===== config.mk =====
export PLATFORM = sky130hd
export DESIGN_NAME = pool_sched_flat
export DESIGN_NICKNAME = d
export VERILOG_FILES = /design/src/rtl/pool_pkg.sv /design/src/rtl/pool_sched_if.sv /design/src/rtl/pool_linebuf.sv /design/src/rtl/pool_sched.sv /design/src/flat_wrapper.sv
export SDC_FILE = /design/constraint.sdc
export NUM_CORES = 1
export LEC_CHECK = 0
export ABC_CLOCK_PERIOD_IN_PS = 13820
export CAP_MARGIN = 20
export CORE_ASPECT_RATIO = 0.5
export CORE_MARGIN = 5
export CORE_UTILIZATION = 40
export DETAILED_ROUTE_END_ITERATION = 10
export SLEW_MARGIN = 15
export SYNTH_ARGS = -nofsm -noshare
export SYNTH_HDL_FRONTEND = slang
export SYNTH_HIERARCHICAL = 1
export SYNTH_SLANG_ARGS = --single-unit

===== constraint.sdc =====
create_clock -name clk -period 13.82 [get_ports clk]
set_input_delay 2.764 -clock clk [delete_from_list [all_inputs] [get_ports clk]]
set_output_delay 2.764 -clock clk [all_outputs]
set_load 0.01 [all_outputs]

===== src/rtl/pool_pkg.sv =====
// Shared types and helpers for the 2x2 max-pool scheduler.
// Latency: n/a (declarations only).
// Backpressure: n/a.
// Contents: default pixel width, scheduler state enum, pair packing, result-count helper.
package pool_pkg;

  localparam int DW        = 22;
  localparam int IMG_W_DEF = 24;
  localparam int IMG_H_DEF = 24;

  typedef enum logic [2:0] {
    IDLE,
    EVEN_ROW,
    ODD_ROW,
    DRAIN,
    FIN
  } state_t;

  // Left pixel (even column) lands in the MSBs.
  function automatic logic [2*DW-1:0] pack_pair(input logic [DW-1:0] left,
                                                input logic [DW-1:0] right);
    return {left, right};
  endfunction

  // One compare result per 2x2 window.
  function automatic int res_count(input int w, input int h);
    return (w / 2) * (h / 2);
  endfunction

  localparam int RES_CNT_DEF = res_count(IMG_W_DEF, IMG_H_DEF);

endpackage


===== src/rtl/pool_sched_if.sv =====
// Pixel stream and compare-unit signals of the pool scheduler.
// Latency: n/a (wiring only).
// Backpressure: pix_valid/pix_ready handshake; cmp_* are strobes with no backpressure.
// Modports: master = upstream source + compare unit side, slave = scheduler side.
interface pool_sched_if #(
  parameter int DW = pool_pkg::DW
);
  logic          pix_valid;
  logic [DW-1:0] pix_data;
  logic          pix_ready;
  logic          cmp_valid;
  logic [2*DW-1:0] cmp_x_m_1;
  logic [2*DW-1:0] cmp_x_m_2;
  logic          cmp_res_valid;

  modport master (
    output pix_valid, pix_data, cmp_res_valid,
    input  pix_ready, cmp_valid, cmp_x_m_1, cmp_x_m_2
  );

  modport slave (
    input  pix_valid, pix_data, cmp_res_valid,
    output pix_ready, cmp_valid, cmp_x_m_1, cmp_x_m_2
  );
endinterface


===== src/rtl/pool_linebuf.sv =====
// One-row buffer of column pairs for the pool scheduler (simple dual port).
// Latency: write takes effect at the clock edge; read data registered, valid 1 cycle after rd_en.
// Backpressure: none; rd_dat holds its value while rd_en is low.
// Ports: clk/rstn, write port (wr_en, wr_addr, wr_dat), read port (rd_en, rd_addr, rd_dat).
module pool_linebuf
  import pool_pkg::*;
#(
  parameter int DEPTH = 12,
  parameter int WIDTH = 2 * DW,
  parameter int AW    = (DEPTH > 1) ? $clog2(DEPTH) : 1
) (
  input  logic             clk,
  input  logic             rstn,
  input  logic             wr_en,
  input  logic [AW-1:0]    wr_addr,
  input  logic [WIDTH-1:0] wr_dat,
  input  logic             rd_en,
  input  logic [AW-1:0]    rd_addr,
  output logic [WIDTH-1:0] rd_dat
);

  logic [WIDTH-1:0] mem [DEPTH];

  // Storage carries no reset; only the output register is cleared.
  always_ff @(posedge clk) begin
    if (wr_en) mem[wr_addr] <= wr_dat;
  end

  always_ff @(posedge clk or negedge rstn) begin
    if (!rstn)      rd_dat <= '0;
    else if (rd_en) rd_dat <= mem[rd_addr];
  end

endmodule


===== src/rtl/pool_sched.sv =====
// Frame scheduler feeding 2x2 windows to the max-pool compare unit and counting its results.
// Latency: compare request 1 cycle after the edge accepting the odd-row, odd-column pixel.
// Backpressure: pix_ready high only while streaming rows; upstream stalls freeze col/row/hold.
// Ports: clk, rstn, start; io (pool_sched_if.slave: pixel stream, compare request, result strobe);
//        busy, done, out_cnt[15:0]; err only when POOL_SCHED_TIMEOUT_EN is defined (drain watchdog).
module pool_sched
  import pool_pkg::*;
#(
  parameter int DW          = pool_pkg::DW,
  parameter int IMG_W       = 24,
  parameter int IMG_H       = 24,
  parameter int TIMEOUT_CYC = 64
) (
  input  logic        clk,
  input  logic        rstn,
  input  logic        start,
  pool_sched_if.slave io,
  output logic        busy,
  output logic        done,
  output logic [15:0] out_cnt
`ifdef POOL_SCHED_TIMEOUT_EN
  ,
  output logic        err
`endif
);

  localparam int PW       = 2 * DW;
  localparam int CW       = $clog2(IMG_W);
  localparam int RW       = $clog2(IMG_H);
  localparam int LB_DEPTH = IMG_W / 2;
  localparam int AW       = (LB_DEPTH > 1) ? $clog2(LB_DEPTH) : 1;
  localparam int NRES     = res_count(IMG_W, IMG_H);
  localparam int OCW      = $clog2(NRES + 1);

  state_t          state_q, state_d;
  logic [CW-1:0]   col_q;
  logic [RW-1:0]   row_q;
  logic [DW-1:0]   hold_q;
  logic [OCW-1:0]  cnt_q;
  logic            cmp_vld_q;
  logic [PW-1:0]   x2_q;
  logic            tmo;

  logic            acc, last_col, odd_col, last_pair, start_acc;
  logic            lb_wr, lb_rd;
  logic [AW-1:0]   lb_addr;
  logic [PW-1:0]   lb_rd_dat;

  assign acc       = io.pix_valid && io.pix_ready;
  assign last_col  = (col_q == CW'(IMG_W - 1));
  assign odd_col   = col_q[0];
  assign last_pair = (row_q == RW'(IMG_H - 2));
  assign start_acc = (state_q == IDLE) && start;
  assign lb_addr   = AW'(col_q >> 1);

  // Each pair index is written once in the even row and read once in the odd row,
  // so read and write never collide on the same entry.
  assign lb_wr = acc && (state_q == EVEN_ROW) && odd_col;
  assign lb_rd = acc && (state_q == ODD_ROW) && odd_col;

  always_ff @(posedge clk or negedge rstn) begin
    if (!rstn) state_q <= IDLE;
    else       state_q <= state_d;
  end

  always_comb begin
    state_d      = state_q;
    io.pix_ready = 1'b0;
    busy         = (state_q != IDLE);
    done         = 1'b0;
    case (state_q)
      IDLE:     if (start) state_d = EVEN_ROW;
      EVEN_ROW: begin
        io.pix_ready = 1'b1;
        if (acc && last_col) state_d = ODD_ROW;
      end
      ODD_ROW:  begin
        io.pix_ready = 1'b1;
        if (acc && last_col) state_d = last_pair ? DRAIN : EVEN_ROW;
      end
      DRAIN:    if ((cnt_q == OCW'(NRES)) || tmo) state_d = FIN;
      FIN:      begin
        done    = 1'b1;
        state_d = IDLE;
      end
      default:  state_d = IDLE;
    endcase
  end

  always_ff @(posedge clk or negedge rstn) begin
    if (!rstn) begin
      col_q     <= '0;
      row_q     <= '0;
      hold_q    <= '0;
      cnt_q     <= '0;
      cmp_vld_q <= 1'b0;
      x2_q      <= '0;
    end else begin
      cmp_vld_q <= 1'b0;
      if (start_acc) begin
        col_q <= '0;
        row_q <= '0;
        cnt_q <= '0;
      end else begin
        // Results may arrive while the odd row is still streaming.
        if (busy && io.cmp_res_valid) cnt_q <= cnt_q + OCW'(1);
        if (acc) begin
          col_q <= last_col ? '0 : col_q + CW'(1);
          if (!odd_col) hold_q <= io.pix_data;
          if (lb_rd) begin
            cmp_vld_q <= 1'b1;
            x2_q      <= {hold_q, io.pix_data};
          end
          if ((state_q == ODD_ROW) && last_col) row_q <= row_q + RW'(2);
        end
      end
    end
  end

  pool_linebuf #(
    .DEPTH (LB_DEPTH),
    .WIDTH (PW),
    .AW    (AW)
  ) u_linebuf (
    .clk     (clk),
    .rstn    (rstn),
    .wr_en   (lb_wr),
    .wr_addr (lb_addr),
    .wr_dat  ({hold_q, io.pix_data}),
    .rd_en   (lb_rd),
    .rd_addr (lb_addr),
    .rd_dat  (lb_rd_dat)
  );

  assign io.cmp_valid = cmp_vld_q;
  assign io.cmp_x_m_1 = lb_rd_dat;
  assign io.cmp_x_m_2 = x2_q;
  assign out_cnt      = 16'(cnt_q);

`ifdef POOL_SCHED_TIMEOUT_EN
  localparam int TW = $clog2(TIMEOUT_CYC + 1);
  logic [TW-1:0] wd_q;
  logic          err_q;

  // Watchdog counts quiet DRAIN cycles; any result reloads it.
  assign tmo = (state_q == DRAIN) && !io.cmp_res_valid &&
               (cnt_q != OCW'(NRES)) && (wd_q == TW'(TIMEOUT_CYC - 1));

  always_ff @(posedge clk or negedge rstn) begin
    if (!rstn) begin
      wd_q  <= '0;
      err_q <= 1'b0;
    end else begin
      wd_q <= ((state_q == DRAIN) && !io.cmp_res_valid) ? wd_q + TW'(1) : '0;
      if (start_acc) err_q <= 1'b0;
      else if (tmo)  err_q <= 1'b1;
    end
  end

  assign err = err_q;
`else
  assign tmo = 1'b0;
`endif

endmodule

===== src/flat_wrapper.sv =====
// flat-port wrapper written by rule: the top's interface ports become plain ports
module pool_sched_flat import pool_pkg::*;
#(
  parameter int DW          = pool_pkg::DW,
  parameter int IMG_W       = 24,
  parameter int IMG_H       = 24,
  parameter int TIMEOUT_CYC = 64
)
  (clk, rstn, start, busy, done, out_cnt, io_pix_valid, io_pix_data, io_cmp_res_valid, io_pix_ready, io_cmp_valid, io_cmp_x_m_1, io_cmp_x_m_2);
  pool_sched_if #(.DW(DW)) io_i ();
  input  logic clk;
  input  logic rstn;
  input  logic start;
  output logic busy;
  output logic done;
  output logic [15:0] out_cnt;
  input wire logic [$bits(io_i.pix_valid)-1:0] io_pix_valid;
  input wire logic [$bits(io_i.pix_data)-1:0] io_pix_data;
  input wire logic [$bits(io_i.cmp_res_valid)-1:0] io_cmp_res_valid;
  output wire logic [$bits(io_i.pix_ready)-1:0] io_pix_ready;
  output wire logic [$bits(io_i.cmp_valid)-1:0] io_cmp_valid;
  output wire logic [$bits(io_i.cmp_x_m_1)-1:0] io_cmp_x_m_1;
  output wire logic [$bits(io_i.cmp_x_m_2)-1:0] io_cmp_x_m_2;
  assign io_i.pix_valid = io_pix_valid;
  assign io_i.pix_data = io_pix_data;
  assign io_i.cmp_res_valid = io_cmp_res_valid;
  assign io_pix_ready = io_i.pix_ready;
  assign io_cmp_valid = io_i.cmp_valid;
  assign io_cmp_x_m_1 = io_i.cmp_x_m_1;
  assign io_cmp_x_m_2 = io_i.cmp_x_m_2;
  pool_sched #(.DW(DW), .IMG_W(IMG_W), .IMG_H(IMG_H), .TIMEOUT_CYC(TIMEOUT_CYC)) u_core (.clk(clk), .rstn(rstn), .start(start), .io(io_i), .busy(busy), .done(done), .out_cnt(out_cnt));
endmodule

==> flow_metrics.py, run 1 <==
metrics = {
    "worst_hold_path": {
        "worst_hold_path_type": "flop to flop",
    },
    "clock_network": {
        "cts_resized": 0,
        "tritoncts_num_sinks": 659,
        "clk_path_buf_depth": 3,
        "source_to_sink_clock_delay_at_the_later_pin_of_the_worst_skew_pair_ps": 600,
        "cts_htree_levels": 2,
        "tritoncts_clock_tree": "yes",
        "post-cts-setup-buffer-count": 0,
        "clkTransAtPathRegs_ps": 60,
        "ctsRootBufferMaster": "clkbuf_16",
        "cts.hold.buffers_added": 0,
        "cts_inserted_buffers": 58,
    },
    "layout": {
        "finalNetCount": 1594,
        "register_area_um2": 19100,
        "final_layout_size_suffix_gt1_frac": 0.159,
        "filler_cell_count": 5326,
        "area_delta_synth_final_pct": 15.9,
        "area_used_by_multi_input_combinational_logic_um2": 5840,
        "post-route-util": 0.468,
        "num_antenna_cells": 0,
    },
    "yosys": {
        "synthDistinctLibCells": 51,
        "post_synth_simple_gate_area": 0.0473,
        "synth.ff_latch_count": 659,
        "synthDominantCellAreaShare": 0.623,
        "yosys-top-cells-count": "edfxtp_1 (528), mux2i_1 (178), dfrtp_1 (131), nor2_1 (108), mux2_2 (66)",
        "count_of_mapped_cells_out_of_synthesis": 1419,
        "synth_top_flop_cell": "edfxtp_1",
        "ys_top_cells_by_area": "edfxtp_1 (62%), dfrtp_1 (13%), mux2i_1 (7.0%)",
        "yosys.area_share.adder": 0.00197,
        "compound_gate_portion_of_the_synthesized_area": 0.0339,
        "share_of_the_yosys_chip_area_belonging_to_registers": 0.752,
        "cell_with_the_most_instances_after_synthesis": "edfxtp_1",
        "synth-edff-count": 528,
        "yosys-mux-area-fraction": 0.138,
        "syn_avg_cell_area_um2": 17.9,
        "synth_top_family_by_area": "multiplexers",
        "dominant_cell_type_by_area_after_synthesis": "edfxtp_1",
        "ys_warn_count": 6,
        "post_synth_xor_area_fraction": 0.00270,
        "async_reset_ff_frac": 0.199,
        "post_synth_instance_area_um2": 25400,
    },
    "drt": {
        "drt_drc_violations_left": 0,
        "drtIter0Drc": 1172,
        "detail_route.wirelength_um": 57300,
        "ant_nets": 0,
        "wl_per_cell_um": 23.4,
        "num_vias": 13200,
        "drt-vias-per-instance": 5.40,
        "drt_pass1_iterations": 5,
    },
    "critical_path": {
        "max_stage_delay_ps": 740,
        "critPathSlowestCell": "nor2_4",
        "critPathKind": "input port to flop",
        "r2r_setup_slack_ps": 10060,
        "end_kind": "flop",
        "timing.critical_path.from_type": "input port",
        "critPathRequiredTime_ps": 14060,
        "crit_arrival_ps": 5540,
        "timing.critical_path.cells": "clkdlybuf4s50_1, nand2_1, nor3_1, nand3b_1, nor2_4, buf_4",
        "timing.critical_path.fanout_max": 26,
    },
    "sta": {
        "fmax_mhz": 189,
        "worst_slack_ps": 8520,
        "post-route-min-period_ps": 5300,
        "setup-violations-final": 0,
        "fin_hold_ws_ps": 506,
        "final.period_utilization": 0.383,
        "timing_max_transition_violations_final": 0,
        "setup_total_negative_slack_ps": 0,
        "hold_violations": 0,
        "rsz0062_at_grt": "false",
        "skew_ps": 14.2,
        "transition_time_at_the_pin_with_the_least_slew_margin_ps": 1050,
        "slew-limit-headroom": 0.300,
    },
    "placement": {
        "place_hpwl_um": 32600,
        "dp_worst_setup_slack_ps": 7870,
        "gpl_congestion": 0.731,
        "buffer_ports.inserted": 126,
    },
    "global_route": {
        "grt_start_max_net_pins": 73,
        "number_of_global_route_vias_before_repair": 13200,
        "grt_overflow_total": 0,
        "grt_util_all_layers": 0.165,
        "grt_antenna_before_repair": 3,
        "grt_pass1_wl_um": 86700,
    },
    "floorplan": {
        "floorplan.core_area_um2": 63000,
        "rows": 65,
        "chipHeight_um": 188,
        "ios": 135,
        "starting_density_of_the_core": 0.404,
        "die-width_um": 367,
        "die_area_um2": 69100,
    },
    "power": {
        "p_leak_nw": 10.3,
        "ir_drop_uv": 121,
        "pwr_density_cell_nw_per_um2": 184,
        "overall_power_after_layout_mw": 5.42,
    },
    "status": {
        "outcome": "complete, no violations",
    },
    "job": {
        "max_capacitance_violation_count": 0,
    },
}
## worst max-delay path: cells and delay by family
family / cells / cell delay (ps)
buf+inv: 2 / 1090
simple gates: 4 / 1640
## cells by family after synthesis
family          after synthesis
mux                         288
buf+inv                      87
flops                       659
xor+xnor                      7
other cells                   1
simple gates                245
fa+ha+maj                     4
compound gates              128
## area by class of cell
| type | count | share of cell area |
|---|---|---|
| Inverter | 5 | 0.000636 |
| Sequential cell | 659 | 0.649 |
| Timing Repair Buffer | 159 | 0.0517 |
| Tap cell | 837 | 0.0355 |
| Multi-Input combinational cell | 680 | 0.198 |
| Clock buffer | 78 | 0.0552 |
| Clock inverter | 32 | 0.0104 |
## flip-flops by register name (all words and copies together), names as in the netlist
name and cells:
u_core/cnt_q 8, u_core/u_linebuf/mem 528, u_core/state_q 3, u_core/io.cmp_valid 1
u_core/row_q 4, u_core/io.cmp_x_m_2 44, u_core/col_q 5, u_core/hold_q 22
u_core/u_linebuf/rd_dat 44
## layer usage
layer | global-route usage | vias up | routed length (um)
li1 | - | 5832 | -
met1 | 0.248 | 6947 | 26700
met2 | 0.257 | 380 | 26600
met3 | 0.0243 | 79 | 3070
met4 | 0.0343 | 0 | 964
met5 | 0 | - | 0
## layout by cell type, fill, tap and decap left out, types with 38 or more instances in the layout
cell             netlist  routed
clkdlybuf4s50_1        0     125
edfxtp_1             528     528
mux2_2                66      66
clkbuf_16              0      59
nor2_1               108      98
dfrtp_1              131     129
a22oi_1               44      44
o22ai_1               44      44
nand2_1               38      38
mux2i_1              178     178
mux4_2                43      43
## path summary, 6_finish.rpt
path	from	to	cells after the start
setup / recovery	io_pix_valid	u_core/u_linebuf/mem[11][29]	6
hold / removal	u_core/io.cmp_x_m_2[17]	u_core/io.cmp_x_m_2[17]	1
setup reg to reg	u_core/col_q[1]	u_core/u_linebuf/mem[11][29]	4
hold reg to reg	u_core/io.cmp_x_m_2[17]	u_core/io.cmp_x_m_2[17]	1
max in group asynchronous	rstn	u_core/hold_q[2]	2
min in group asynchronous	rstn	u_core/u_linebuf/rd_dat[15]	1
## per-stage QoR
stage	area, um^2	instances
after floorplan	25500	1426
after global placement	27500	2337
after detailed placement	27500	2338
after CTS	29500	2448
after global routing	29500	2450
final	29500	2450
## report_power, final
part,internal [mW],switching [mW]
sequential,2.41,0.243
clock,0.924,0.712
combinational,0.488,0.635
total,3.83,1.59
Power figures use the tool's default switching activity.
==> run 2: changes to the inputs <==
--- a/config.mk
+++ b/config.mk
@@ -5,7 +5,7 @@
 export SDC_FILE = /design/constraint.sdc
 export NUM_CORES = 1
 export LEC_CHECK = 0
-export ABC_CLOCK_PERIOD_IN_PS = 13820
+export ABC_CLOCK_PERIOD_IN_PS = 5200
 export CAP_MARGIN = 20
 export CORE_ASPECT_RATIO = 0.5
 export CORE_MARGIN = 5
==> constraint.sdc (replaced) <==
create_clock -name clk -period 5.2 [get_ports clk]
set_input_delay 1.04 -clock clk [delete_from_list [all_inputs] [get_ports clk]]
set_output_delay 1.04 -clock clk [all_outputs]
set_load 0.01 [all_outputs]
==> run 2 against run 1 <==
- final area about the same
- global-route usage is 0.34 points higher
- via count shrank 1.0%
- critical path depth is the same
- sequential power rose to 2.7 times the previous value
- critical endpoint is now u_core/u_linebuf/mem[1][36]
- clock power up 150%
- register-to-register slack got worse by 8200 ps
- sequential share of layout area about the same
- largest power group unchanged
- cell count grew 0.12%
==> flow_metrics.py, run 2 (synthesized netlist as in run 1, its figures left out) <==
metrics = {
    "sta": {
        "skew_ps": 24.5,
        "fmax_mhz": 279,
        "slew-limit-headroom": 0.381,
        "post-route-min-period_ps": 3590,
        "final.period_utilization": 0.690,
        "hold_violations": 0,
        "setup_total_negative_slack_ps": 0,
        "timing_max_transition_violations_final": 0,
        "rsz0062_at_grt": "false",
        "fin_hold_ws_ps": 452,
        "setup-violations-final": 0,
        "worst_slack_ps": 1610,
        "transition_time_at_the_pin_with_the_least_slew_margin_ps": 929,
    },
    "layout": {
        "max_ffs_per_register": 528,
        "filler_cell_count": 5352,
        "top_register": "u_core/u_linebuf/mem",
        "finalNonFillerCells": 2453,
        "final_common_cell": "edfxtp_1",
        "final_layout_size_suffix_gt1_frac": 0.153,
        "num_antenna_cells": 0,
        "post-route-util": 0.468,
        "mostFrequentLayoutCells": "edfxtp_1 (528), mux2i_1 (178), dfrtp_1 (129)",
        "area_delta_synth_final_pct": 15.9,
        "finalNetCount": 1598,
        "finalInstanceArea_um2": 29500,
    },
    "placement": {
        "post-place-cells": 2344,
        "dp_worst_setup_slack_ps": 1030,
        "buffer_ports.inserted": 126,
        "gpl_congestion": 0.766,
        "place_hpwl_um": 34100,
        "placed_cell_area_um2": 27700,
    },
    "critical_path": {
        "max_stage_delay_ps": 630,
        "critPathSlowestCell": "or3b_2",
        "timing.critical_path.fanout_max": 18,
        "critical_path_depth": 6,
        "critical_path.top_delay_family": "simple AND/OR/NAND/NOR gates",
        "crit_arrival_ps": 3860,
        "critPathRequiredTime_ps": 5470,
        "timing.critical_path.from_type": "input port",
        "crit_buf_inv": 2,
        "reg2regPathDepth": 5,
        "crit-reg2reg-launch": "u_core/state_q[0]",
        "timing.critical_path.cells": "clkdlybuf4s50_1, nand2_1, nor3_1, or3b_2, nor2_4, buf_4",
        "end_kind": "flop",
        "worstReg2RegEnd": "u_core/u_linebuf/mem[1][36]",
        "r2r_setup_slack_ps": 1890,
        "critPathKind": "input port to flop",
    },
    "clock_network": {
        "source_to_sink_clock_delay_at_the_later_pin_of_the_worst_skew_pair_ps": 610,
        "cts.hold.buffers_added": 0,
        "tritoncts_num_sinks": 659,
        "clk_path_buf_depth": 3,
        "cts_inserted_buffers": 58,
        "tritoncts_clock_tree": "yes",
        "cts_htree_levels": 2,
        "post-cts-setup-buffer-count": 0,
        "clkTransAtPathRegs_ps": 60,
        "ctsRootBufferMaster": "clkbuf_16",
        "cts_resized": 0,
    },
    "floorplan": {
        "rows": 65,
        "starting_density_of_the_core": 0.404,
        "chipHeight_um": 188,
        "ios": 135,
        "die-width_um": 367,
        "die_area_um2": 69100,
        "floorplan.core_area_um2": 63000,
    },
    "power": {
        "overall_power_after_layout_mw": 14.3,
        "pwr_density_cell_nw_per_um2": 484,
        "p_leak_nw": 10.2,
        "ir_drop_uv": 301,
    },
    "global_route": {
        "grt_util_all_layers": 0.168,
        "grt_overflow_total": 0,
        "grt_pass1_wl_um": 88100,
        "grt_start_max_net_pins": 111,
        "number_of_global_route_vias_before_repair": 13300,
        "grt_antenna_before_repair": 2,
    },
    "drt": {
        "drtIter0Drc": 1000,
        "detail_route.wirelength_um": 58700,
        "drt_pass1_iterations": 5,
        "drt-vias-per-instance": 5.34,
        "num_vias": 13100,
        "wl_per_cell_um": 23.9,
        "ant_nets": 0,
        "drt_drc_violations_left": 0,
    },
    "worst_hold_path": {
        "worst_hold_path_type": "input port to asynchronous set/reset pin",
    },
    "status": {
        "outcome": "complete, no violations",
    },
    "job": {
        "max_capacitance_violation_count": 0,
    },
}
-- run 2: cell types whose count changed in the layout (fill, tap and decap cells not counted), moves of 2 or more --
cell and delta:
clkbuf_8 -3, clkinv_2 -5, bufinv_16 -4, buf_8 -2
buf_4 -2, buf_12 +7, clkbuf_1 +13
-- run 2: how the worst max path moves through the flow --
| stage | startpoint | end | slack, ps |
|---|---|---|---|
| final | io_pix_valid | u_core/u_linebuf/mem[1][36] | 1610 |
| after global routing | io_pix_valid | u_core/u_linebuf/mem[1][36] | 1550 |
| after detailed placement | io_pix_valid | u_core/u_linebuf/mem[1][31] | 1030 |
| after global placement | io_pix_valid | u_core/u_linebuf/mem[1][31] | 1110 |
| after CTS | io_pix_valid | u_core/u_linebuf/mem[1][36] | 1660 |
| after floorplan | io_pix_valid | u_core/u_linebuf/mem[4][0] | 180 |
-- run 2: routing by layer --
| layer | vias up | routed length (um) | global-route usage |
|---|---|---|---|
| li1 | 5841 | - | - |
| met1 | 6930 | 27200 | 0.242 |
| met2 | 267 | 28200 | 0.277 |
| met3 | 64 | 2430 | 0.0244 |
| met4 | 0 | 932 | 0.0319 |
| met5 | - | 0 | 0 |
-- run 2: final cells by class --
type	count	area (um^2)	area share
Inverter	5	18.8	0.000636
Clock buffer	88	1640	0.0555
Multi-Input combinational cell	680	5850	0.199
Tap cell	837	1050	0.0355
Clock inverter	21	149	0.00505
Timing Repair Buffer	163	1650	0.0559
Sequential cell	659	19100	0.649
-- run 2: worst reg2reg max path: stages, from the launching register on --
cell and delay [ps]:
dfrtp_1 690, nand2b_1 140, nor3_1 530, or3b_2 630, nor2_4 610, buf_4 390
-- run 2: report_power, final --
part / leakage (nW) / internal (mW) / switching (mW)
logic: 2.85 / 1.32 / 1.74
clock network: 0.866 / 2.22 / 1.86
registers: 6.50 / 6.41 / 0.700
